## src/rtl/imem_program_loader.sv

```systemverilog
// Byte-stream program loader for instruction memory.
// Frame: N (2 bytes, LSB first), N words (low byte first), XOR checksum.
module imem_program_loader #(
  parameter int DEPTH   = 512,
  parameter int TIMEOUT = 50000
) (
  input  logic        CLK,
  input  logic        RST,
  input  logic        start,
  input  logic        rx_valid,
  input  logic [7:0]  rx_byte,
  output logic        rx_ready,
  output logic        instr_mem_write_enable,
  output logic [15:0] MachineCodeAddress,
  output logic [15:0] MachineCodeData,
  output logic        cpu_hold,
  output logic        load_done,
  output logic        load_err,
  output logic [15:0] words_loaded
);

  localparam int TW = $clog2(TIMEOUT + 1);

  typedef enum logic [3:0] {
    IDLE, LEN_LO, LEN_HI, DATA_LO, DATA_HI,
    WRITE, CHECK, DONE, ERR
  } state_t;

  state_t          state;
  state_t          nxt;
  logic [7:0]      len_lo;
  logic [7:0]      data_lo;
  logic [7:0]      csum;
  logic [15:0]     len;
  logic [15:0]     len_rx;
  logic [TW-1:0]   tmo;
  logic            xfer;
  logic            tmo_hit;

  assign xfer    = rx_valid & rx_ready;
  assign tmo_hit = (tmo == TW'(TIMEOUT - 1));
  assign len_rx  = {rx_byte, len_lo};

  always_comb begin
    nxt = state;
    unique case (state)
      IDLE:    if (start) nxt = LEN_LO;
      LEN_LO:  if (xfer) nxt = LEN_HI;
      LEN_HI:
        if (xfer) begin
          if (len_rx == 16'd0)
            nxt = CHECK;
          else if (len_rx > 16'(DEPTH))
            nxt = ERR;
          else
            nxt = DATA_LO;
        end
      DATA_LO: if (xfer) nxt = DATA_HI;
      DATA_HI: if (xfer) nxt = WRITE;
      WRITE:   nxt = (words_loaded < len) ? DATA_LO : CHECK;
      CHECK:
        if (xfer) nxt = (rx_byte == csum) ? DONE : ERR;
      DONE:    nxt = IDLE;
      ERR:     nxt = IDLE;
      default: nxt = IDLE;
    endcase
    // a stalled sender aborts the frame
    if (rx_ready && !xfer && tmo_hit)
      nxt = ERR;
  end

  always_ff @(posedge CLK) begin
    if (RST) begin
      state                  <= IDLE;
      rx_ready               <= 1'b0;
      instr_mem_write_enable <= 1'b0;
      MachineCodeAddress     <= '0;
      MachineCodeData        <= '0;
      cpu_hold               <= 1'b0;
      load_done              <= 1'b0;
      load_err               <= 1'b0;
      words_loaded           <= '0;
      len_lo                 <= '0;
      data_lo                <= '0;
      csum                   <= '0;
      len                    <= '0;
      tmo                    <= '0;
    end else begin
      state <= nxt;
      rx_ready <= nxt inside
        {LEN_LO, LEN_HI, DATA_LO, DATA_HI, CHECK};
      instr_mem_write_enable <= (nxt == WRITE);
      load_done <= (nxt == DONE);
      cpu_hold  <= !(nxt inside {IDLE, DONE, ERR});
      if (nxt == ERR)
        load_err <= 1'b1;
      if (state == IDLE && start) begin
        load_err     <= 1'b0;
        words_loaded <= '0;
        csum         <= '0;
        tmo          <= '0;
      end
      if (rx_ready)
        tmo <= xfer ? '0 : tmo + TW'(1);
      if (xfer) begin
        if (state != CHECK)
          csum <= csum ^ rx_byte;
        unique case (state)
          LEN_LO:  len_lo <= rx_byte;
          LEN_HI:  len <= len_rx;
          DATA_LO: data_lo <= rx_byte;
          DATA_HI: begin
            MachineCodeAddress <= words_loaded;
            MachineCodeData    <= {rx_byte, data_lo};
            words_loaded       <= words_loaded + 16'd1;
          end
          default: ;
        endcase
      end
    end
  end

endmodule

```

## config.mk

```make
export PLATFORM = sky130hd
export DESIGN_NAME = imem_program_loader
export DESIGN_NICKNAME = d
export VERILOG_FILES = /design/src/rtl/imem_program_loader.sv
export SDC_FILE = /design/constraint.sdc
export NUM_CORES = 1
export LEC_CHECK = 0
export CAP_MARGIN = 20
export CORE_ASPECT_RATIO = 1.1
export CORE_MARGIN = 3
export CORE_UTILIZATION = 45
export DETAILED_ROUTE_END_ITERATION = 7
export GPL_ROUTABILITY_DRIVEN = 0
export PLACE_DENSITY = 0.68
export SLEW_MARGIN = 20
export SYNTH_ARGS = -nofsm -noshare
export SYNTH_HDL_FRONTEND = slang
export SYNTH_SLANG_ARGS = --single-unit
```

## constraint.sdc

```tcl
create_clock -name CLK -period 2.6 [get_ports CLK]
set_input_delay 0.52 -clock CLK [delete_from_list [all_inputs] [get_ports CLK]]
set_output_delay 0.52 -clock CLK [all_outputs]
set_load 0.02 [all_outputs]
```

---- After elaboration in Yosys (flattened, before gate mapping) ----
Index checks and enable logic that the tools add are counted.
Widths: inputs -> output; s select.
word-level totals
  input port bits ......................... 12
  register bits after elaboration ......... 113
  output and inout port bits .............. 53
  word-level logic and storage cells ...... 74
operators by class
  add/subtract/negate cells ............... 2
  reductions and logical operators ........ 16
  equal/unequal tests ..................... 17
  multiplexer cells ....................... 21
  bitwise gates (word level) .............. 2
  $lt $le $gt $ge ......................... 2
operator list
  operator               count
  $mux 16                6
  $mux 4                 10
  $add 16x1->16 const B  2
  $eq 4x3->1 const B     7
  $pmux 4 s7             1
  $mux 8                 3
  $eq 16x16->1 const B   1
  $eq 4x2->1 const B     4
  $gt 16x10->1 const B   1
  $logic_not 16->1       1
  $lt 16x16->1           1
  $eq 4x1->1 const B     2
  $eq 8x8->1             1
  $logic_not 4->1        2
  $reduce_and 2->1       4
  $xor 8x8->8            1
  $reduce_bool 5->1      1
  $eq 4x4->1 const B     1
  $ne 4x3->1 const B     1
  $logic_and 1x1->1      3
  $mux 3                 1
  $reduce_bool 3->1      1
  $logic_not 1->1        2
  $reduce_bool 2->1      1
  other kinds (2)        2

---- Logic depth before layout (Yosys ltp) ----
Gate-level depths: netlist of the first run.
  depth after elaboration ................. 9
  gate-level depth with buffers ........... 9
  depth with buffers taken out ............ 9

---- Least setup slack after synthesis of the first run ----
No wires, ideal clock.
  path type ............................... register to register
  from .................................... reg words_loaded[14]
  to ...................................... reg rx_ready
  library setup time ...................... 0.116 ns
  path slack .............................. 0.413 ns
  clock period less this slack ............ 2.187 ns
  required time ........................... 2.484 ns
  buffers on the path ..................... 0
  data arrival time ....................... 2.072 ns
  cell stages (with the launch flop) ...... 9
  cell sequence ........................... dfxtp_1 -> ha_1 -> and4_4 -> nand4_1 -> o41ai_2 -> a211oi_4 -> o41ai_4 -> nor4b_2 -> a31o_1
between the ends
  cells in the longest elaborated chain, start to end .. 6
  elaborated cells on any way between the ends .. 10
  classes of those cells .................. 1 x order compare; 5 x eq/ne; 3 x mux; 1 x reduce/logical
ends and longest elaborated chain
  what                                line  source
  from (decl)                         19    output logic [15:0] words_loaded
  from (signal assigned)              115   words_loaded <= words_loaded + 16'd1;
  $lt 16x16->1 *                      60    WRITE: nxt = (words_loaded < len) ? DATA_LO : CHECK;
  $mux 3 *                            60
  $pmux 4 s7 *                        46    unique case (state)
  $mux 4 *                            68    if (rx_ready && !xfer && tmo_hit)
  $eq 4x1->1 (tied with other cells)  90    rx_ready <= nxt inside
  $reduce_bool 5->1 *                 90
  to (signal assigned)                90
  to (decl)                           12    output logic rx_ready,
Mark *: on every way between the ends. The rest lies on a longest branch, timed or not.
A chain may end at the register's enable or synchronous reset.

---- Worst setup path in the final report of the first run ----
  from .................................... reg words_loaded[8]
  to ...................................... reg rx_ready
Same word-level chain as after synthesis.

==> out/metrics.cfg, run 1 <==
[outcome]
status=completed

[pwr]
p_comb_share_pct=5.3
pwr-share-seq_pct=41.1
switching_share_pct=24.30
clkPwrFrac_pct=53.6
internal_power_mw=3.250
power_density_nw_per_um2=642.4
ir_worst_vdd_mv=0.4193
p_leak_nw=2.335
p_switching_mw=1.043

[logic_synthesis]
ys.flop_type=dfxtp_1
yosysTopAreaCell=dfxtp_1
synthTopCellsByCount=nand2_1 (116), dfxtp_1 (113), a21oi_1 (76), nor2_1 (63), clkbuf_1 (21)
yosysSeqAreaShare_pct=43.03
yosysTopAreaCellShare_pct=43.03
synth_edf_count=0
synthCells=637
yosysMostFrequentCell=nand2_1
yosysWarnings=0
synth.avg_cell_area_um2=8.254
synth_cell_types=59
synth_area_leaders=dfxtp_1 (43%), nand2_1 (8.3%), a21oi_1 (7.2%), nor2_1 (4.5%), ha_1 (4.0%)
ys_ff_latch=113
synthesis.nets=666
postSynth.asyncResetShare_pct=0
synth_area_um2=5258

[cells_and_area]
final_cells=866
multi_input_area_um2=2740
layout.nets=735
n_fill_cell=1004
synthToLayoutAreaGrowth_pct=27.08
seq_area_um2=2262
drive_above_1_share_pct=11.27
antennaDiodeCount=0

[timing]
fin_hold_ws_ns=0.4515
slew_headroom_pct=54.91
fin_skew_ns=0.008887
min_period_ns=2.286
finalCritPeriodShare_pct=87.94
fin_setup_tns_ns=0
tightest_slew_ns=0.6712
rsz0062_at_grt=false
report.final.slew_viol_count=0
finalHoldViolCount=0
fmax_ghz=0.4374
setup_violations=0

[grt]
antenna_found_initial=0
grt_pass1_vias=4501
overflow=0
grt_first_pass_wirelength_mm=21.66
grt_use_total_pct=21.13
grt_max_degree=47

[drt]
m1WireLength_mm=5.689
ant_nets=0
drtPass1Iterations=5
drc_errors=0
wl_per_cell_um=15.06
vias_per_cell=5.361
route.met3.wl_um=746
vias=4643
first_iter_violations=242
highest_layer=met4
wl_met2_mm=6.418
route.final.wire_length_mm=13.04

[floorplanning]
fp.dieH_um=119.4
core_um2=11160
start_util_pct=47.11
dieArea_um2=13020
io_pins=65
die_x_um=109.1
rows=40

[worst_hold_path]
hold_path_class=reg -> reg

[worst_setup_path]
crit_family=compound AO/OA/AOI/OAI gates
slowest_stage=dfxtp_1
critPathMaxStageDelay_ns=0.48
crit_required_ns=2.96
critPathLaunchType=flip-flop
critPathCaptureType=flip-flop
critPathBufInv=0
cp.arrival_ns=2.65
worstPathCellList=ha_1 > and4_1 > nand2_1 > o2111ai_1 > a211oi_4 > o41ai_4 > nor4b_2 > a31o_1
crit_type=reg -> reg
cp_max_fo=7

[clock_tree]
cts_setup_buffers=0
htreeDepth=4
cts.clk_slew.worst_paths_ns=0.06
clkLatencyLatePin_ns=0.42
clock-sinks=113
numCtsBuffers=17
clk_root_buffer_cell=clkbuf_16
hold_buffers=0
clock_path_buffers=2
cts_tree=done
postCtsResizedCells=0

[placement]
place_inst=834
dp_hpwl_mm=9.162
io_buffers=64

[run]
max-cap-violations=0

==> cell usage in the layout (no fill, tap or decap), drive strengths merged, types with 5 or more instances in the layout <==
cell,synthesis,routed
nor3,17,17
buf,18,26
or3,7,7
inv,20,24
a21oi,76,76
nor4,5,5
clkbuf,21,17
nand3,19,19
and2,5,5
nand3b,10,10
xnor2,16,16
clkinv,0,6
nand2,118,118
clkdlybuf4s50,0,63
nand2b,6,6
ha,17,17
mux2i,16,16
nand4,9,9
nor2b,6,6
xor2,5,5
nor2,65,65
dfxtp,113,113
and3,10,10
o21ai,21,21
==> final timing paths <==
path	endpoint	cells past startpoint	slack (ns)	from
worst min-delay path	MachineCodeAddress[1]	2	0.45	MachineCodeAddress[1]
worst max register to register	rx_ready	8	0.31	words_loaded[8]
worst max-delay path	rx_ready	8	0.31	words_loaded[8]
worst min register to register	MachineCodeAddress[1]	2	0.45	MachineCodeAddress[1]
==> worst register-to-register path: cells and delay by family (launching register included) <==
| kind | cells | cell delay, ns |
|---|---|---|
| AOI/OAI and AO/OA | 4 | 0.85 |
| adders and majority gates | 1 | 0.28 |
| DFF | 1 | 0.48 |
| and+or+nand+nor | 3 | 0.63 |
==> power groups by stage <==
stage | clock, mW | combinational [mW] | sequential, mW
floorplan | 0 | 0.151 | 1.80
global placement | 0 | 0.225 | 1.80
detailed placement | 0 | 0.227 | 1.80
CTS | 2.33 | 0.229 | 1.76
global route | 2.42 | 0.250 | 1.77
finish | 2.30 | 0.229 | 1.76
==> layout make-up <==
cell class              instances  share of cell area, %
clock buffers                  17                  6.367
inverters                      20                  1.124
clock inverters                15                  2.378
repair buffers                 89                  12.51
well taps                     147                  2.753
multi-input cells             465                  41.01
flip-flops and latches        113                  33.86
==> metrics by stage <==
step	total power, mW	utilization (%)	worst slack (ns)	cell area (µm²)
after detailed placement	2.028	54.63	0.03037	6097
after global routing	4.431	59.87	0.1762	6681
after global placement	2.025	54.63	0.08174	6097
after CTS	4.321	59.87	0.3037	6681
after floorplan	1.948	-	0.4129	5258
final	4.292	59.87	0.3136	6681
==> sequential cells by signal, summed over array words and instances, names as in the netlist <==
register	flops
cpu_hold	1
state	4
MachineCodeAddress	16
instr_mem_write_enable	1
len_lo	8
words_loaded	16
MachineCodeData	16
load_done	1
data_lo	8
rx_ready	1
len	16
csum	8
load_err	1
tmo	16
==> layer usage <==
metal / vias to the layer above / GRT usage [%]
li1: 2326 / -
met3: 18 / 5.962
met5: - / 0
met2: 128 / 34.75
met4: 0 / 8.129
met1: 2171 / 25.90
==> kinds of logic (layout without fill, tap and decap cells) <==
family / after synthesis / count (layout) / synth area share, %
AND/OR/NAND/NOR: 284 / 284 / 26.42
buffers and inverters: 59 / 141 / 4.855
XOR/XNOR: 21 / 21 / 3.498
flip-flops: 113 / 113 / 43.03
AO/OA/AOI/OAI: 126 / 126 / 14.90
adder cells (fa/ha/maj): 17 / 17 / 4.046
multiplexers: 17 / 17 / 3.260
Power figures use the tool's default switching activity.
==> inputs of run 2 (changes only) <==
- ABC_CLOCK_PERIOD_IN_PS: default -> 2600
==> results of run 2 <==
The final DEF is identical to that of run 1; final timing and power are the same.
